==> src/rtl/elevator_scheduler.sv <==
// elevator_scheduler: SCAN-policy car sequencer. Latches floor requests,
// picks a travel direction, steps the car one floor per travel period and
// holds the door open for a dwell period at every served floor.
module elevator_scheduler #(
  parameter  int FLOORS        = 5,
  parameter  int TRAVEL_CYCLES = 4,
  parameter  int DOOR_CYCLES   = 3,
  localparam int FW            = (FLOORS > 1) ? $clog2(FLOORS) : 1
) (
  input  logic              clk,
  input  logic              rst,
  input  logic [FLOORS-1:0] request_floors,
  input  logic              door_hold,
  output logic [FW-1:0]     current_floor,
  output logic              moving_up,
  output logic              moving_down,
  output logic              door_open,
  output logic              arrived,
  output logic [FLOORS-1:0] pending
);

  localparam int TW = (TRAVEL_CYCLES > 1) ? $clog2(TRAVEL_CYCLES) : 1;
  localparam int DW = (DOOR_CYCLES > 1) ? $clog2(DOOR_CYCLES) : 1;
  localparam logic [TW-1:0] TRAVEL_LOAD = TW'(TRAVEL_CYCLES - 1);
  localparam logic [DW-1:0] DOOR_LOAD   = DW'(DOOR_CYCLES - 1);
  localparam logic [FW-1:0] TOP_FLOOR   = FW'(FLOORS - 1);

  typedef enum logic [1:0] {
    ST_IDLE = 2'd0,
    ST_MOVE = 2'd1,
    ST_DOOR = 2'd2
  } state_t;

  state_t            state_reg, state_next;
  logic              dir_reg, dir_next;          // 1 = up
  logic [FW-1:0]     floor_reg, floor_next;
  logic [FLOORS-1:0] pending_reg, pending_next;
  logic [TW-1:0]     travel_reg, travel_next;
  logic [DW-1:0]     dwell_reg, dwell_next;
  logic              arrived_reg, arrived_next;

  logic [FLOORS-1:0] next_req;
  logic              above, below, here;
  logic [FW-1:0]     step_floor;

  // True when any request lies strictly beyond flr in the given direction.
  function automatic logic req_beyond(input logic [FLOORS-1:0] req,
                                      input logic [FW-1:0]     flr,
                                      input logic              up);
    logic found;
    found = 1'b0;
    for (int i = 0; i < FLOORS; i++) begin
      if (up ? (FW'(i) > flr) : (FW'(i) < flr)) found = found | req[i];
    end
    return found;
  endfunction

  // Requests sampled this edge take part in this edge's decisions.
  always_comb begin
    next_req = pending_reg | request_floors;
    above    = req_beyond(next_req, floor_reg, 1'b1);
    below    = req_beyond(next_req, floor_reg, 1'b0);
    here     = next_req[floor_reg];
  end

  // Next-state, counter and request-bitmap logic.
  always_comb begin
    state_next   = state_reg;
    dir_next     = dir_reg;
    floor_next   = floor_reg;
    pending_next = next_req;
    travel_next  = travel_reg;
    dwell_next   = dwell_reg;
    arrived_next = 1'b0;
    step_floor   = floor_reg;

    case (state_reg)
      ST_IDLE: begin
        if (here) begin
          state_next              = ST_DOOR;
          pending_next[floor_reg] = 1'b0;
          dwell_next              = DOOR_LOAD;
          arrived_next            = 1'b1;
        end else if ((dir_reg && above) || (!dir_reg && below)) begin
          state_next  = ST_MOVE;
          travel_next = TRAVEL_LOAD;
        end else if (above) begin
          state_next  = ST_MOVE;
          dir_next    = 1'b1;
          travel_next = TRAVEL_LOAD;
        end else if (below) begin
          state_next  = ST_MOVE;
          dir_next    = 1'b0;
          travel_next = TRAVEL_LOAD;
        end
      end

      ST_MOVE: begin
        if (travel_reg == '0) begin
          // Stepping is gated at the end floors so the car can never leave range.
          if (dir_reg && floor_reg != TOP_FLOOR)
            step_floor = floor_reg + 1'b1;
          else if (!dir_reg && floor_reg != '0)
            step_floor = floor_reg - 1'b1;
          floor_next = step_floor;
          if (next_req[step_floor]) begin
            state_next               = ST_DOOR;
            pending_next[step_floor] = 1'b0;
            dwell_next               = DOOR_LOAD;
            arrived_next             = 1'b1;
          end else if (req_beyond(next_req, step_floor, dir_reg)) begin
            travel_next = TRAVEL_LOAD;
          end else begin
            state_next = ST_IDLE;
          end
        end else begin
          travel_next = travel_reg - 1'b1;
        end
      end

      ST_DOOR: begin
        // The open floor absorbs its own requests; they keep the door open.
        pending_next[floor_reg] = 1'b0;
        if (door_hold || request_floors[floor_reg])
          dwell_next = DOOR_LOAD;
        else if (dwell_reg == '0)
          state_next = ST_IDLE;
        else
          dwell_next = dwell_reg - 1'b1;
      end

      default: state_next = ST_IDLE;
    endcase
  end

  // State and datapath registers; reset discards all requests.
  always_ff @(posedge clk or posedge rst) begin
    if (rst) begin
      state_reg   <= ST_IDLE;
      dir_reg     <= 1'b1;
      floor_reg   <= '0;
      pending_reg <= '0;
      travel_reg  <= '0;
      dwell_reg   <= '0;
      arrived_reg <= 1'b0;
    end else begin
      state_reg   <= state_next;
      dir_reg     <= dir_next;
      floor_reg   <= floor_next;
      pending_reg <= pending_next;
      travel_reg  <= travel_next;
      dwell_reg   <= dwell_next;
      arrived_reg <= arrived_next;
    end
  end

  assign current_floor = floor_reg;
  assign moving_up     = (state_reg == ST_MOVE) && dir_reg;
  assign moving_down   = (state_reg == ST_MOVE) && !dir_reg;
  assign door_open     = (state_reg == ST_DOOR);
  assign arrived       = arrived_reg;
  assign pending       = pending_reg;

endmodule

==> config.mk <==
export PLATFORM = sky130hd
export DESIGN_NAME = elevator_scheduler
export DESIGN_NICKNAME = d
export VERILOG_FILES = /design/src/rtl/elevator_scheduler.sv
export SDC_FILE = /design/constraint.sdc
export NUM_CORES = 1
export LEC_CHECK = 0
export BUFFER_PORTS_ARGS = -buffer_cell sky130_fd_sc_hd__buf_2
export CAP_MARGIN = 20
export CORE_ASPECT_RATIO = 1.4
export CORE_MARGIN = 2
export CORE_UTILIZATION = 40
export CTS_BUF_LIST = sky130_fd_sc_hd__clkbuf_8
export DETAILED_ROUTE_END_ITERATION = 8
export PLACE_DENSITY_LB_ADDON = 0.15
export SYNTH_ARGS = -nofsm -noshare
export SYNTH_HDL_FRONTEND = slang
export SYNTH_SLANG_ARGS = --single-unit
==> constraint.sdc <==
create_clock -name clk -period 3 [get_ports clk]
set_clock_uncertainty 0.15 [all_clocks]
set_input_delay 0.3 -clock clk [delete_from_list [all_inputs] [get_ports clk]]
set_output_delay 0.3 -clock clk [all_outputs]
set_load 0.1 [all_outputs]
==> results of run 1 <==
==> per-stage QoR <==
stage               cell area [µm²]  setup slack (ns)  util (%)  hold slack, ns
detailed placement             1530             0.183      45.6           0.265
global route                   1590            0.0346      47.6           0.259
global placement               1530             0.271      45.6           0.253
CTS                            1590             0.159      47.5           0.240
finish                         1590             0.182      47.6           0.241
floorplan                      1410           0.00947         -          0.0630
==> path summary, 6_finish.rpt <==
kind / endpoint / slack [ns] / depth (start not counted)
min: pending[4] / 0.24 / 3
max in group asynchronous: current_floor[1] / 1.68 / 3
min in group asynchronous: pending[4] / 0.52 / 3
max reg2reg: travel_reg[1] / 0.18 / 9
min reg2reg: dwell_reg[1] / 0.36 / 1
max: travel_reg[1] / 0.18 / 9
==> placed cells by master (no fill, tap or decap), types with 4 or more instances in the layout <==
master     n
a21oi_1   10
a311oi_1   5
a31oi_1    4
and2_1     4
buf_2     19
clkbuf_8   4
dfrtp_1   12
ha_1       7
inv_1     11
nand2_1   13
nand2b_1   4
nand3_1    7
nor2_1    15
o21ai_0    9
==> metal layers <==
layer	global-route usage [%]	vias to the layer above	wire length, µm
met5	0	-	0
met4	10.5	0	89
met3	2.64	7	144
met2	40.0	41	2090
met1	28.9	667	1590
li1	-	657	-
==> critical path: cells and delay by family, from the launching register on <==
family          cells  cell delay (ns)
compound gates      6             1.32
fa+ha+maj           1             0.28
buf+inv             1             0.16
flops               1             0.47
mux                 1             0.30
==> logic make-up (layout without fill, tap and decap cells) <==
family | after synthesis | count (layout) | share of synthesized area, %
DFF | 16 | 16 | 28.8
and+or+nand+nor | 64 | 64 | 24.3
muxes | 5 | 5 | 4.03
xor gates and xnor gates | 2 | 2 | 1.79
AOI/OAI and AO/OA | 55 | 55 | 28.2
buffers and inverters | 20 | 39 | 6.63
adders and majority gates | 7 | 7 | 6.27
==> what timing repair did <==
| item | CTS | global route |
|---|---|---|
| resized for setup | 0 | 1 |
| endpoints found under the hold margin | 15 | 0 |
| hold buffers | 1 | 0 |
| setup endpoints to repair | 0 | 1 |
==> cell type report <==
type                            instances  area (µm²)  area share, %
Multi-Input combinational cell        133         905           56.8
Sequential cell                        16         410           25.8
Tap cell                               40        50.0           3.14
Inverter                               12        45.0           2.83
Clock buffer                            4        55.1           3.46
Timing Repair Buffer                   23         128           8.01
==> metrics.cfg, run 1 <==
[final_layout]
syn_to_final_growth_pct = 14.1
nets = 204
fin_cells = 228
largest_reg_flops = 5
fill_cells = 334
antennaDiodeCount = 0
drive_gt1_share_pct = 22.3

[setup_path]
r2r-start = current_floor[0]
startpoint = current_floor[0]
cp_max_fo = 6
max_stage_delay_ns = 0.47
startpoint_type = register
path_cells = inv_1, ha_1, a21oi_1, a2bb2oi_2, o22ai_1, a211o_1, o211ai_1, o32a_2, mux2_4
worstPathRequired_ns = 3.00
crit_type = register to register
cp-end-kind = register
cp_data_arrival_time_ns = 2.82
critPathSlowestCell = dfrtp_4

[timing]
post-route-period-util_pct = 93.9
rsz0062_at_grt = no
slew_viol_final = 0
slew_headroom_pct = 55.6
max_freq_ghz = 0.355
setup_viol = 0
worstMarginPinSlew_ns = 0.665
final-hold-violation-count = 0
final.setup.tns_ns = 0
fin_crit_ns = 2.82

[clocking]
worstSkewPairLatency_ns = 0.27
postCtsSetupBuffers = 0
cts_buffers = 3
cts_root_buffer = clkbuf_8
h-tree-depth = 1
clockBufferDepth = 2
clkSlewWorstSetupHoldPaths_ns = 0.07
cts_tree = done
cts_sinks = 16

[floorplanning]
die_h_um = 73.9
floorplan.initialDensity_pct = 41.7
fp-row-count = 25
io_pins = 20
core_area_mm2 = 0.00335
die_area_mm2 = 0.00399
die_x_um = 53.9

[yosys]
synth_edf_count = 0
synth_area_per_cell_um2 = 8.26
synth_top_cell_by_area = dfrtp_1
ys.flop_type = dfrtp_1
synth_area_mm2 = 0.00140
ys_ff_latch = 16
synth_cell_type_count = 52
synth-warning-count = 0
async_flop_share_pct = 100
synth_top_area_share_pct = 26.9
yosys-top-cells-area = dfrtp_1, ha_1, nor2_1
synthCells = 169
synth_nets = 184
netlist_top_cells_count = dfrtp_1, nor2_1, nand2_1, inv_1, a21oi_1
seq_area_frac_synth_pct = 28.8

[global_route]
grt_usage_pct = 23.4
grt_max_degree = 21
grt_pass1_vias = 1398
grt_pass1_wl_mm = 6.79
overflow = 0
antenna_found_initial = 0

[flow_run]
cap_violations = 0

[outcome]
run_status = completed

[drt]
detail-route-antenna-nets = 0
avgViaCountPerCell = 6.02
drt-total-wl_mm = 3.92
remaining_drc_errors = 0
dr.pass1.iters = 4
wire_per_inst_um = 17.2
drtIter0Drc = 61
vias = 1372

[placed_design]
place.gp.congestion = 0.878
dp_hpwl_mm = 2.97
place_inst = 223
port_buffers = 19

[hold_path]
hold_path.class = primary input to register
worstHoldStart = request_floors[4]

Power of run 1 is left out: the tool's default activity adds up to more than one toggle a clock period on the data nets, which glitch-free logic cannot reach.
==> inputs of run 2 (changes only) <==
--- a/config.mk
+++ b/config.mk
@@ -8,7 +8,6 @@
 export BUFFER_PORTS_ARGS = -buffer_cell sky130_fd_sc_hd__buf_2
 export CAP_MARGIN = 20
 export CORE_ASPECT_RATIO = 1.4
-export CORE_MARGIN = 2
 export CORE_UTILIZATION = 40
 export CTS_BUF_LIST = sky130_fd_sc_hd__clkbuf_8
 export DETAILED_ROUTE_END_ITERATION = 8
==> metrics.cfg, run 2 (synthesis gave the netlist of run 1 again) <==
[drt]
avgViaCountPerCell = 6.01  ; was 6.02
drtIter0Drc = 54  ; was 61
dr.pass1.iters = 4  ; unchanged
detail-route-antenna-nets = 0  ; unchanged
remaining_drc_errors = 0  ; unchanged
vias = 1371  ; was 1,372
wire_per_inst_um = 16.8  ; was 17.2 µm
drt-total-wl_mm = 3.82  ; was 3.92 mm

[floorplanning]
floorplan.initialDensity_pct = 41.7  ; unchanged
fp-row-count = 25  ; unchanged
core_area_mm2 = 0.00335  ; unchanged
die_h_um = 71.9  ; was 73.9 µm
die_x_um = 51.9  ; was 53.9 µm
io_pins = 20  ; unchanged
die_area_mm2 = 0.00373  ; was 0.00399 mm²

[final_layout]
final_cell_mix = buf_2, nor2_1, nand2_1  ; unchanged
nets = 204  ; unchanged
mostFrequentLayoutCell = buf_2  ; unchanged
antennaDiodeCount = 0  ; unchanged
syn_to_final_growth_pct = 14.1  ; unchanged
drive_gt1_share_pct = 22.3  ; unchanged
largest_reg_flops = 5  ; unchanged

[clocking]
clkSlewWorstSetupHoldPaths_ns = 0.07  ; about the same
cts_sinks = 16  ; unchanged
cts_root_buffer = clkbuf_8  ; unchanged
clockBufferDepth = 2  ; unchanged
h-tree-depth = 1  ; unchanged
worstSkewPairLatency_ns = 0.27  ; about the same
cts_buffers = 3  ; unchanged
cts_tree = done  ; unchanged

[setup_path]
reg2regPathDepth = 9  ; unchanged
r2r_slack_ns = 0.20  ; was 0.18 ns
cp_max_fo = 6  ; unchanged
worstPathRequired_ns = 3.00  ; about the same
crit_type = register to register  ; unchanged
cp-end-kind = register  ; unchanged
r2r-start = current_floor[0]  ; unchanged
r2r-end = travel_reg[1]  ; unchanged
startpoint_type = register  ; unchanged
cp_data_arrival_time_ns = 2.80  ; was 2.82 ns

[global_route]
use_met1_pct = 27.2  ; was 28.9%
antenna_found_initial = 0  ; unchanged
grt_usage_pct = 23.5  ; was 23.4%
grtUsageMet2_pct = 41.3  ; was 40.0%
grt_pass1_vias = 1416  ; was 1,398
grt_max_degree = 21  ; unchanged
overflow = 0  ; unchanged
busiest_layer = met2  ; unchanged
use_met3_pct = 2.73  ; was 2.64%
grt_pass1_wl_mm = 6.56  ; was 6.79 mm

[timing]
rsz0062_at_grt = no  ; unchanged
slew_viol_final = 0  ; unchanged
setup_viol = 0  ; unchanged
worstMarginPinSlew_ns = 0.638  ; was 0.665 ns
slew_headroom_pct = 57.4  ; was 55.6%
final-hold-violation-count = 0  ; unchanged
post-route-period-util_pct = 93.3  ; was 93.9%
fin_crit_ns = 2.80  ; was 2.82 ns
max_freq_ghz = 0.357  ; was 0.355 GHz
final.setup.tns_ns = 0  ; unchanged

[hold_path]
min_path_cells = 3  ; unchanged
hold_path.class = primary input to register  ; unchanged
worstHoldStart = request_floors[4]  ; unchanged
min_to = pending[4]  ; unchanged

[flow_run]
cap_violations = 0  ; unchanged

[placed_design]
port_buffers = 19  ; unchanged
place.gp.congestion = 0.876  ; was 0.878
dp_hpwl_mm = 2.92  ; was 2.97 mm

[outcome]
run_status = completed  ; unchanged

## run 2: area by class of cell
class | instances | area [µm²]
Clock buffer | 4 | 55.1
Fill cell | 322 | 1750
Inverter | 12 | 45.0
Multi-Input combinational cell | 133 | 905
Sequential cell | 16 | 410
Tap cell | 40 | 50.0
Timing Repair Buffer | 23 | 128
## run 2: timing repair
item	4_1_cts	5_1_grt
setup endpoints to repair	0	1
gates resized for setup	0	1
endpoints found under the hold margin	15	0
setup buffers	0	0
hold buffers	1	0
## run 2: layer usage
metal / wire length (µm) / vias up
met5: 0 / -
met4: 154 / 0
met3: 144 / 17
met2: 1990 / 41
met1: 1530 / 652
li1: - / 661
## run 2: how the worst max path moves through the flow
stage | slack [ns] | start | endpoint
CTS | 0.16 | current_floor[0] | travel_reg[1]
floorplan | 0.009 | current_floor[0] | travel_reg[1]
detailed placement | 0.17 | current_floor[0] | travel_reg[1]
global placement | 0.26 | current_floor[0] | travel_reg[1]
finish | 0.20 | current_floor[0] | travel_reg[1]
global route | 0.05 | current_floor[0] | travel_reg[1]
## run 2: stage by stage
stage               worst slack (ns)  instances  hold WS, ns  instance area, µm²  util (%)
floorplan                    0.00947        169       0.0630                1410         -
global placement               0.263        223        0.252                1530      45.6
detailed placement             0.169        223        0.271                1530      45.6
CTS                            0.159        228        0.250                1590      47.5
global route                  0.0523        228        0.299                1590      47.6
finish                         0.202        228        0.237                1590      47.6
## run 2: critical path: stages (launching register included)
cell       delay, ns
dfrtp_4         0.47
inv_1           0.15
ha_1            0.29
a21oi_1         0.18
a2bb2oi_2       0.11
o22ai_1         0.36
a211o_1         0.16
o211ai_1        0.10
o32a_2          0.42
mux2_4          0.30
Power of run 2 is left out for the same reason.
